<file path="src/rtl/booth_mul_seq.sv">
`default_nettype none
// ============================================================================
//  Module      : booth_mul_seq
//  Description : Sequential radix-4 Booth multiplier. Accepts an N-bit
//                multiplicand/multiplier pair (signed or unsigned), retires
//                two multiplier bits per clock and delivers the 2N-bit product
//                LAT = N/2+1 clocks after the accepting edge.
//  Revision    : 1.0 - initial release
// ============================================================================
module booth_mul_seq #(
    parameter int N   = 32,
    parameter int LAT = N / 2 + 1
) (
    input  logic             clock,
    input  logic             reset,
    input  logic             start,
    input  logic             sgn,
    input  logic [N-1:0]     mcand,
    input  logic [N-1:0]     mlier,
    output logic [2*N-1:0]   prodt,
    output logic             valid,
    output logic             busy
);

    // Accumulator carries two guard bits above the N+2-bit extended
    // multiplicand so that +/-2M never overflows.
    localparam int c_AW = N + 4;
    // Working register: {accumulator, extended multiplier, Booth bit q[-1]}.
    localparam int c_RW = c_AW + (N + 2) + 1;
    localparam int c_CW = $clog2(LAT + 1);
    localparam logic [c_CW-1:0] c_LAST = c_CW'(LAT - 1);

    typedef enum logic [0:0] {
        IDLE = 1'b0,
        CALC = 1'b1
    } state_t;

    state_t              r_state;
    state_t              w_state_nxt;
    logic                w_load;
    logic                w_step;
    logic                w_done;

    logic [N+1:0]        r_mc;
    logic [c_RW-1:0]     r_acc;
    logic [c_CW-1:0]     r_cnt;
    logic [2*N-1:0]      r_prodt;
    logic                r_valid;
    logic                r_busy;

    logic [N+1:0]        w_mc_ext;
    logic [N+1:0]        w_ml_ext;
    logic [c_AW-1:0]     w_m1;
    logic [c_AW-1:0]     w_m2;
    logic [c_AW-1:0]     w_addend;
    logic [c_RW-1:0]     w_acc_add;
    logic [c_RW-1:0]     w_acc_sh;

    // Operand extension: sign bit replicated only in two's-complement mode.
    assign w_mc_ext = {{2{sgn & mcand[N-1]}}, mcand};
    assign w_ml_ext = {{2{sgn & mlier[N-1]}}, mlier};

    // State register.
    always_ff @(posedge clock) begin
        if (reset) begin
            r_state <= IDLE;
        end else begin
            r_state <= w_state_nxt;
        end
    end

    // Next-state decode and datapath strobes.
    always_comb begin
        w_state_nxt = r_state;
        w_load      = 1'b0;
        w_step      = 1'b0;
        w_done      = 1'b0;
        case (r_state)
            IDLE: begin
                if (start) begin
                    w_load      = 1'b1;
                    w_state_nxt = CALC;
                end
            end
            CALC: begin
                w_step = 1'b1;
                if (r_cnt == c_LAST) begin
                    w_done      = 1'b1;
                    w_state_nxt = IDLE;
                end
            end
            default: begin
                w_state_nxt = IDLE;
            end
        endcase
    end

    // Booth step: recode the low three bits, add the selected multiple of the
    // multiplicand to the accumulator, then shift the whole register right by
    // two with sign fill. After LAT steps {accumulator, multiplier field}
    // holds the full signed product of the extended operands.
    always_comb begin
        w_m1 = {{2{r_mc[N+1]}}, r_mc};
        w_m2 = {w_m1[c_AW-2:0], 1'b0};
        case (r_acc[2:0])
            3'b001, 3'b010: w_addend = w_m1;
            3'b011:         w_addend = w_m2;
            3'b100:         w_addend = -w_m2;
            3'b101, 3'b110: w_addend = -w_m1;
            default:        w_addend = '0;
        endcase
        w_acc_add = {r_acc[c_RW-1 -: c_AW] + w_addend, r_acc[N+2:0]};
        w_acc_sh  = $signed(w_acc_add) >>> 2;
    end

    // Datapath and registered outputs.
    always_ff @(posedge clock) begin
        if (reset) begin
            r_mc    <= '0;
            r_acc   <= '0;
            r_cnt   <= '0;
            r_prodt <= '0;
            r_valid <= 1'b0;
            r_busy  <= 1'b0;
        end else begin
            r_valid <= 1'b0;
            if (w_load) begin
                r_mc   <= w_mc_ext;
                r_acc  <= {{c_AW{1'b0}}, w_ml_ext, 1'b0};
                r_cnt  <= '0;
                r_busy <= 1'b1;
            end else if (w_step) begin
                r_acc <= w_acc_sh;
                r_cnt <= r_cnt + c_CW'(1);
                if (w_done) begin
                    // Bit 0 is the Booth look-behind bit; the product starts at bit 1.
                    r_prodt <= w_acc_sh[2*N:1];
                    r_valid <= 1'b1;
                    r_busy  <= 1'b0;
                end
            end
        end
    end

    assign prodt = r_prodt;
    assign valid = r_valid;
    assign busy  = r_busy;

endmodule
`default_nettype wire

</file>
<file path="config.mk">
export PLATFORM = sky130hd
export DESIGN_NAME = booth_mul_seq
export DESIGN_NICKNAME = d
export VERILOG_FILES = /design/src/rtl/booth_mul_seq.sv
export SDC_FILE = /design/constraint.sdc
export NUM_CORES = 1
export LEC_CHECK = 0
export ABC_CLOCK_PERIOD_IN_PS = 5150
export CAP_MARGIN = 0
export CORE_MARGIN = 10
export CORE_UTILIZATION = 50
export DETAILED_ROUTE_END_ITERATION = 7
export PLACE_DENSITY = 0.73
export SLEW_MARGIN = 20
export SYNTH_ARGS = -nofsm -noshare
export SYNTH_HDL_FRONTEND = slang
export SYNTH_SLANG_ARGS = --single-unit
</file>
<file path="constraint.sdc">
create_clock -name clock -period 5.15 [get_ports clock]
set_input_delay 1.03 -clock clock [delete_from_list [all_inputs] [get_ports clock]]
set_output_delay 1.03 -clock clock [all_outputs]
set_load 0.02 [all_outputs]
</file>
# Yosys cells after proc, flatten, opt, wreduce, memory -nomap -nowiden

Cells that the tools add are included.

Add/sub/neg operators: 4
Equality and inequality tests: 7
Mux-type cells: 14
Bitwise gates (word level): 5
Reductions and logical operators: 8

Operators by type and width:

| operator                                            | count |
|---|---|
| case mux 36 bit (4 select lines)                    | 1 |
| negation 36 bit                                     | 2 |
| 2-to-1 mux 35 bit                                   | 2 |
| adder 36 bit                                        | 1 |
| 2-to-1 mux 1 bit                                    | 10 |
| equality test 3 bit, second input constant          | 3 |
| equality test 3 x 2 -> 1 bit, second input constant | 2 |
| OR reduction 2 bit                                  | 3 |
| adder 5 x 1 -> 5 bit, second input constant         | 1 |
| equality test 5 bit, second input constant          | 1 |
| nonzero test 2 bit                                  | 2 |
| equality test 3 x 1 -> 1 bit, second input constant | 1 |
| NOT 1 bit                                           | 3 |
| AND reduction 3 bit                                 | 1 |
| OR reduction 3 bit                                  | 1 |
| bitwise AND 1 bit                                   | 2 |
| case mux 1 bit (2 select lines)                     | 1 |
| AND reduction 2 bit                                 | 1 |

Bits in registers: 174
Input bits: 68
Output and inout bits: 66
Logic and storage cells: 46

# Logic depth before layout (Yosys ltp)

Depth in word-level cells: 6
Depth in mapped cells: 20
Mapped depth without buffers: 19

# Worst setup path before layout

Ideal clock, no wire load.

Kind: register -> register
Start: register r_mc[13]
End: register r_acc[67]
Library setup time: 0.075 ns
Arrival: 4.647 ns
Data required time: 5.075 ns
Slack: 0.428 ns
Cell stages (with the launch flop): 20
Buffers on the path: 2
Period minus slack after synthesis: 4.722 ns
Cell sequence: dfxtp_1 > buf_6 > or4_4 > or4_4 > or3_4 > nor3b_1 > xnor2_1 > a221oi_1 > a21oi_1 > ha_1 > clkbuf_1 > a21o_1 > a21o_1 > a21o_1 > a21o_1 > a21oi_1 > a2bb2oi_1 > o311ai_0 > xnor2_1 > o21ai_0

Word-level cells in the longest chain between the ends: 3
Elaborated cells between the ends (all ways): 4
Classes of those cells: add/sub (3); mux (1)

Ends and longest elaborated chain:

| what                                      | line     | RTL |
|---|---|---|
| from (decl)                               | 44       | `logic [N+1:0] r_mc;` |
| from (signal assigned)                    | 128      | `r_mc <= w_mc_ext;` |
| negation 36 bit, on equally long branches | 109, 108 |  |
| case mux 36 bit (4 select lines) *        | 105      | `case (r_acc[2:0])` |
| adder 36 bit *                            | 112      | `w_acc_add = {r_acc[c_RW-1 -: c_AW] + w_addend, r_acc[N+2:0]};` |
| to (signal assigned)                      | 129      | `r_acc <= {{c_AW{1'b0}}, w_ml_ext, 1'b0};` |
| to (signal assigned)                      | 133      | `r_acc <= w_acc_sh;` |
| to (decl)                                 | 45       | `logic [c_RW-1:0] r_acc;` |

Every way passes the cells marked *; elsewhere a longest branch is shown, timed or not.
A chain may end at the register's enable or synchronous reset.

# Final worst setup path

Same ends and word-level chain as after synthesis.

==> metrics.yaml <==
status:
  outcome: "finished, final reports clean"
timing:
  period_share_pct: 94.1
  max_freq_ghz: 0.206
  period_needed_ns: 4.85
  fin_skew_ns: 0.0126
  relSlewSlack_pct: 40.3
  rsz0062_at_grt: "false"
  worst_pin_slew_ns: 0.896
  hold_viol: 0
  maxSlewViolCount: 0
  hold-worst-slack_ns: 0.454
  final-setup-viol-count: 0
  setup_tns_ns: 0
pwr:
  leakagePower_nw: 4.85
  peakVddDrop_uv: 220
  switching_power_mw: 1.07
  switching_share_pct: 31.6
  power.total_mw: 3.38
  p_int_mw: 2.31
  cellPowerDensity_nw_per_um2: 268
  power.clock.fraction_pct: 38.5
  pwr-share-seq_pct: 42.8
  pwr-share-comb_pct: 18.7
final_layout:
  syn_to_final_growth_pct: 21.0
  multi_input_area_um2: 6480
  antennaDiodeCount: 0
  nets: 1579
  register_area_um2: 3490
  final_cell_area_um2: 12600
  finalNonFillerCells: 1755
  fillers: 1848
  layout-drive-gt1-share_pct: 7.27
routing:
  ant_nets: 0
  wl_um: 30100
  drt-vias-per-instance: 5.75
  first_pass_iters: 5
  drt_iter0_drc: 726
  wire_per_inst_um: 17.1
  dr_total_vias: 10100
  route.detailed.drc: 0
floorplan:
  die_h_um: 164
  initial_core_util_pct: 51.2
  rows: 52
  die_w_um: 164
  coreArea_um2: 20400
  die_area_um2: 27000
  io_pins: 134
clocking:
  cts_tree: "done"
  clkTransAtPathRegs_ns: 0.08
  numCtsBuffers: 17
  clk_latency_ns: 0.44
  cts_sinks: 174
  cts-root-buf: "clkbuf_16"
  clockBufferDepth: 2
  h-tree-depth: 4
  cts_setup_buffers: 0
setup_path:
  crit_chain: "or4_4 -> or4_4 -> or3_4 -> nor3b_1 -> buf_4 -> xnor2_1 -> a221oi_1 -> a21oi_1 -> ha_1 -> a21o_1 -> a21o_1 -> a21o_1 -> a21o_1 -> a21oi_2 -> a2bb2oi_1 -> o311ai_0 -> xnor2_1 -> o21ai_0"
  critPathTopFamily: "compound AO/OA/AOI/OAI gates"
  crit_path_frequent_cell: "a21o_1"
  cp-end-kind: "register"
  worstSetupPathType: "register to register"
  critPathBufInv: 1
  crit_fanout: 8
  crit_slowest_cell: "or4_4"
  max_stage_delay_ns: 0.58
  required_ns: 5.51
  cp.arrival_ns: 5.21
  cp-start-kind: "register"
  reg2reg_slack_ns: 0.30
placed_design:
  placed_cells_incl_taps: 1722
  dpl_cell_area_um2: 12000
  portBuffers: 133
  gp_congestion: 0.951
  hpwl_um: 21300
global_routing:
  grt_pass1_wl_um: 48000
  use_met2_pct: 36.1
  grt.met1_usage_pct: 27.8
  use_met3_pct: 3.81
  overflow: 0
  antenna_found_initial: 0
  grt_max_degree: 86
  grt_pass1_vias: 9313
  busiest_layer: "met2"
  grtUsageTotal_pct: 21.6
logic_synthesis:
  synth_edf_count: 0
  synth_warnings: 0
  synth_nets: 1495
  async_reset_ff_share_pct: 0
  syn_avg_cell_area_um2: 7.51
  synth_cell_type_count: 71
  synth_seq_cells: 174
  yosysSeqAreaShare_pct: 33.4
  netlist_area_um2: 10400
  syn_inst: 1388
  synthFlopType: "dfxtp_1"
min_path:
  hp-class: "register to register"
flow_run:
  drv_cap: 0
[layer usage]
metal  vias to the layer above  share of wire (%)
li1                       5023                  -
met1                      4749                 44
met2                       285                 48
met3                        40                5.7
met4                         0                2.1
met5                         -                  0
[metrics by stage]
| stage | utilization [%] | setup WS [ns] |
|---|---|---|
| after floorplan | - | 0.428 |
| after global placement | 58.7 | 0.410 |
| after detailed placement | 58.8 | 0.299 |
| after CTS | 61.7 | 0.237 |
| after global routing | 62.0 | 0.0104 |
| final | 62.0 | 0.303 |
[cells by family (layout without fill, tap and decap cells)]
logic type / after synthesis / after routing / synth area share [%]
AOI/OAI and AO/OA: 377 / 377 / 22.4
DFF: 174 / 174 / 33.4
muxes: 61 / 61 / 5.88
adders and majority gates: 39 / 39 / 4.75
buffers and inverters: 131 / 228 / 5.03
xor gates and xnor gates: 74 / 74 / 6.22
and+or+nand+nor: 532 / 532 / 22.3
[placed cells by master, fill, tap and decap left out, types with 17 or more instances in the layout]
cell type          n
nand2_1          260
a21oi_1          179
dfxtp_1          172
nor2_1           149
clkdlybuf4s50_1  131
mux2i_1           59
xnor2_1           50
buf_4             43
ha_1              38
o21ai_0           35
a21o_1            26
xor2_1            24
nor3_1            23
a31oi_1           23
nand3_1           22
inv_1             19
a221oi_1          19
clkbuf_16         17
[worst min-delay path: cells and delay by family, from the launching register on]
family           cells  cell delay, ns
AO/OA/AOI/OAI        1            0.05
flip-flops           1            0.31
AND/OR/NAND/NOR      1            0.05
[sequential cells by signal (all words and copies together) (netlist names)]
name     cells
r_mc        33
r_cnt        5
valid        1
prodt       64
r_state      1
r_acc       69
busy         1
[power by group through the flow]
stage	clock network [mW]	registers (mW)	logic (mW)
finish	1.30	1.45	0.633
detailed placement	0	1.48	0.620
CTS	1.32	1.45	0.624
global placement	0	1.48	0.614
global route	1.38	1.46	0.696
floorplan	0	1.44	0.458
[Yosys cell counts (all sizes together), types with 8 or more instances]
library cell / n / area [µm²]
nand2: 261 / 980
a21oi: 181 / 906
dfxtp: 174 / 3480
nor2: 149 / 559
clkbuf: 77 / 289
mux2i: 59 / 591
xnor2: 50 / 438
ha: 38 / 475
o21ai: 37 / 185
buf: 34 / 160
a21o: 26 / 195
a31oi: 24 / 150
nor3: 24 / 125
xor2: 24 / 210
nand3: 23 / 120
a221oi: 20 / 175
inv: 19 / 71.3
a211oi: 17 / 128
nand2b: 12 / 75.1
a22oi: 9 / 67.6
nand4: 8 / 50.1
nor3b: 8 / 60.1
[cell type report]
class,instances,share of cell area (%)
Clock inverter,15,1.31
Timing Repair Buffer,176,13.1
Tap cell,270,2.68
Sequential cell,174,27.6
Inverter,20,0.595
Multi-Input combinational cell,1083,51.3
Clock buffer,17,3.37
[path summary, 6_finish.rpt]
kind / to / startpoint / depth (start not counted)
worst min-delay path: prodt[34]$_SDFFE_PP0P_ / prodt[34]$_SDFFE_PP0P_ / 2
worst max register to register: r_acc[67]$_SDFFE_PP0P_ / r_mc[13]$_SDFFE_PP0P_ / 18
worst min register to register: prodt[34]$_SDFFE_PP0P_ / prodt[34]$_SDFFE_PP0P_ / 2
worst max-delay path: r_acc[67]$_SDFFE_PP0P_ / r_mc[13]$_SDFFE_PP0P_ / 18
[timing repair]
| action | 4_1_cts | 5_1_grt |
|---|---|---|
| setup endpoints to repair | 0 | 9 |
| gates resized for setup | 0 | 10 |
| hold buffers | 0 | 0 |
No activity file was read; power rests on OpenSTA's default activity.
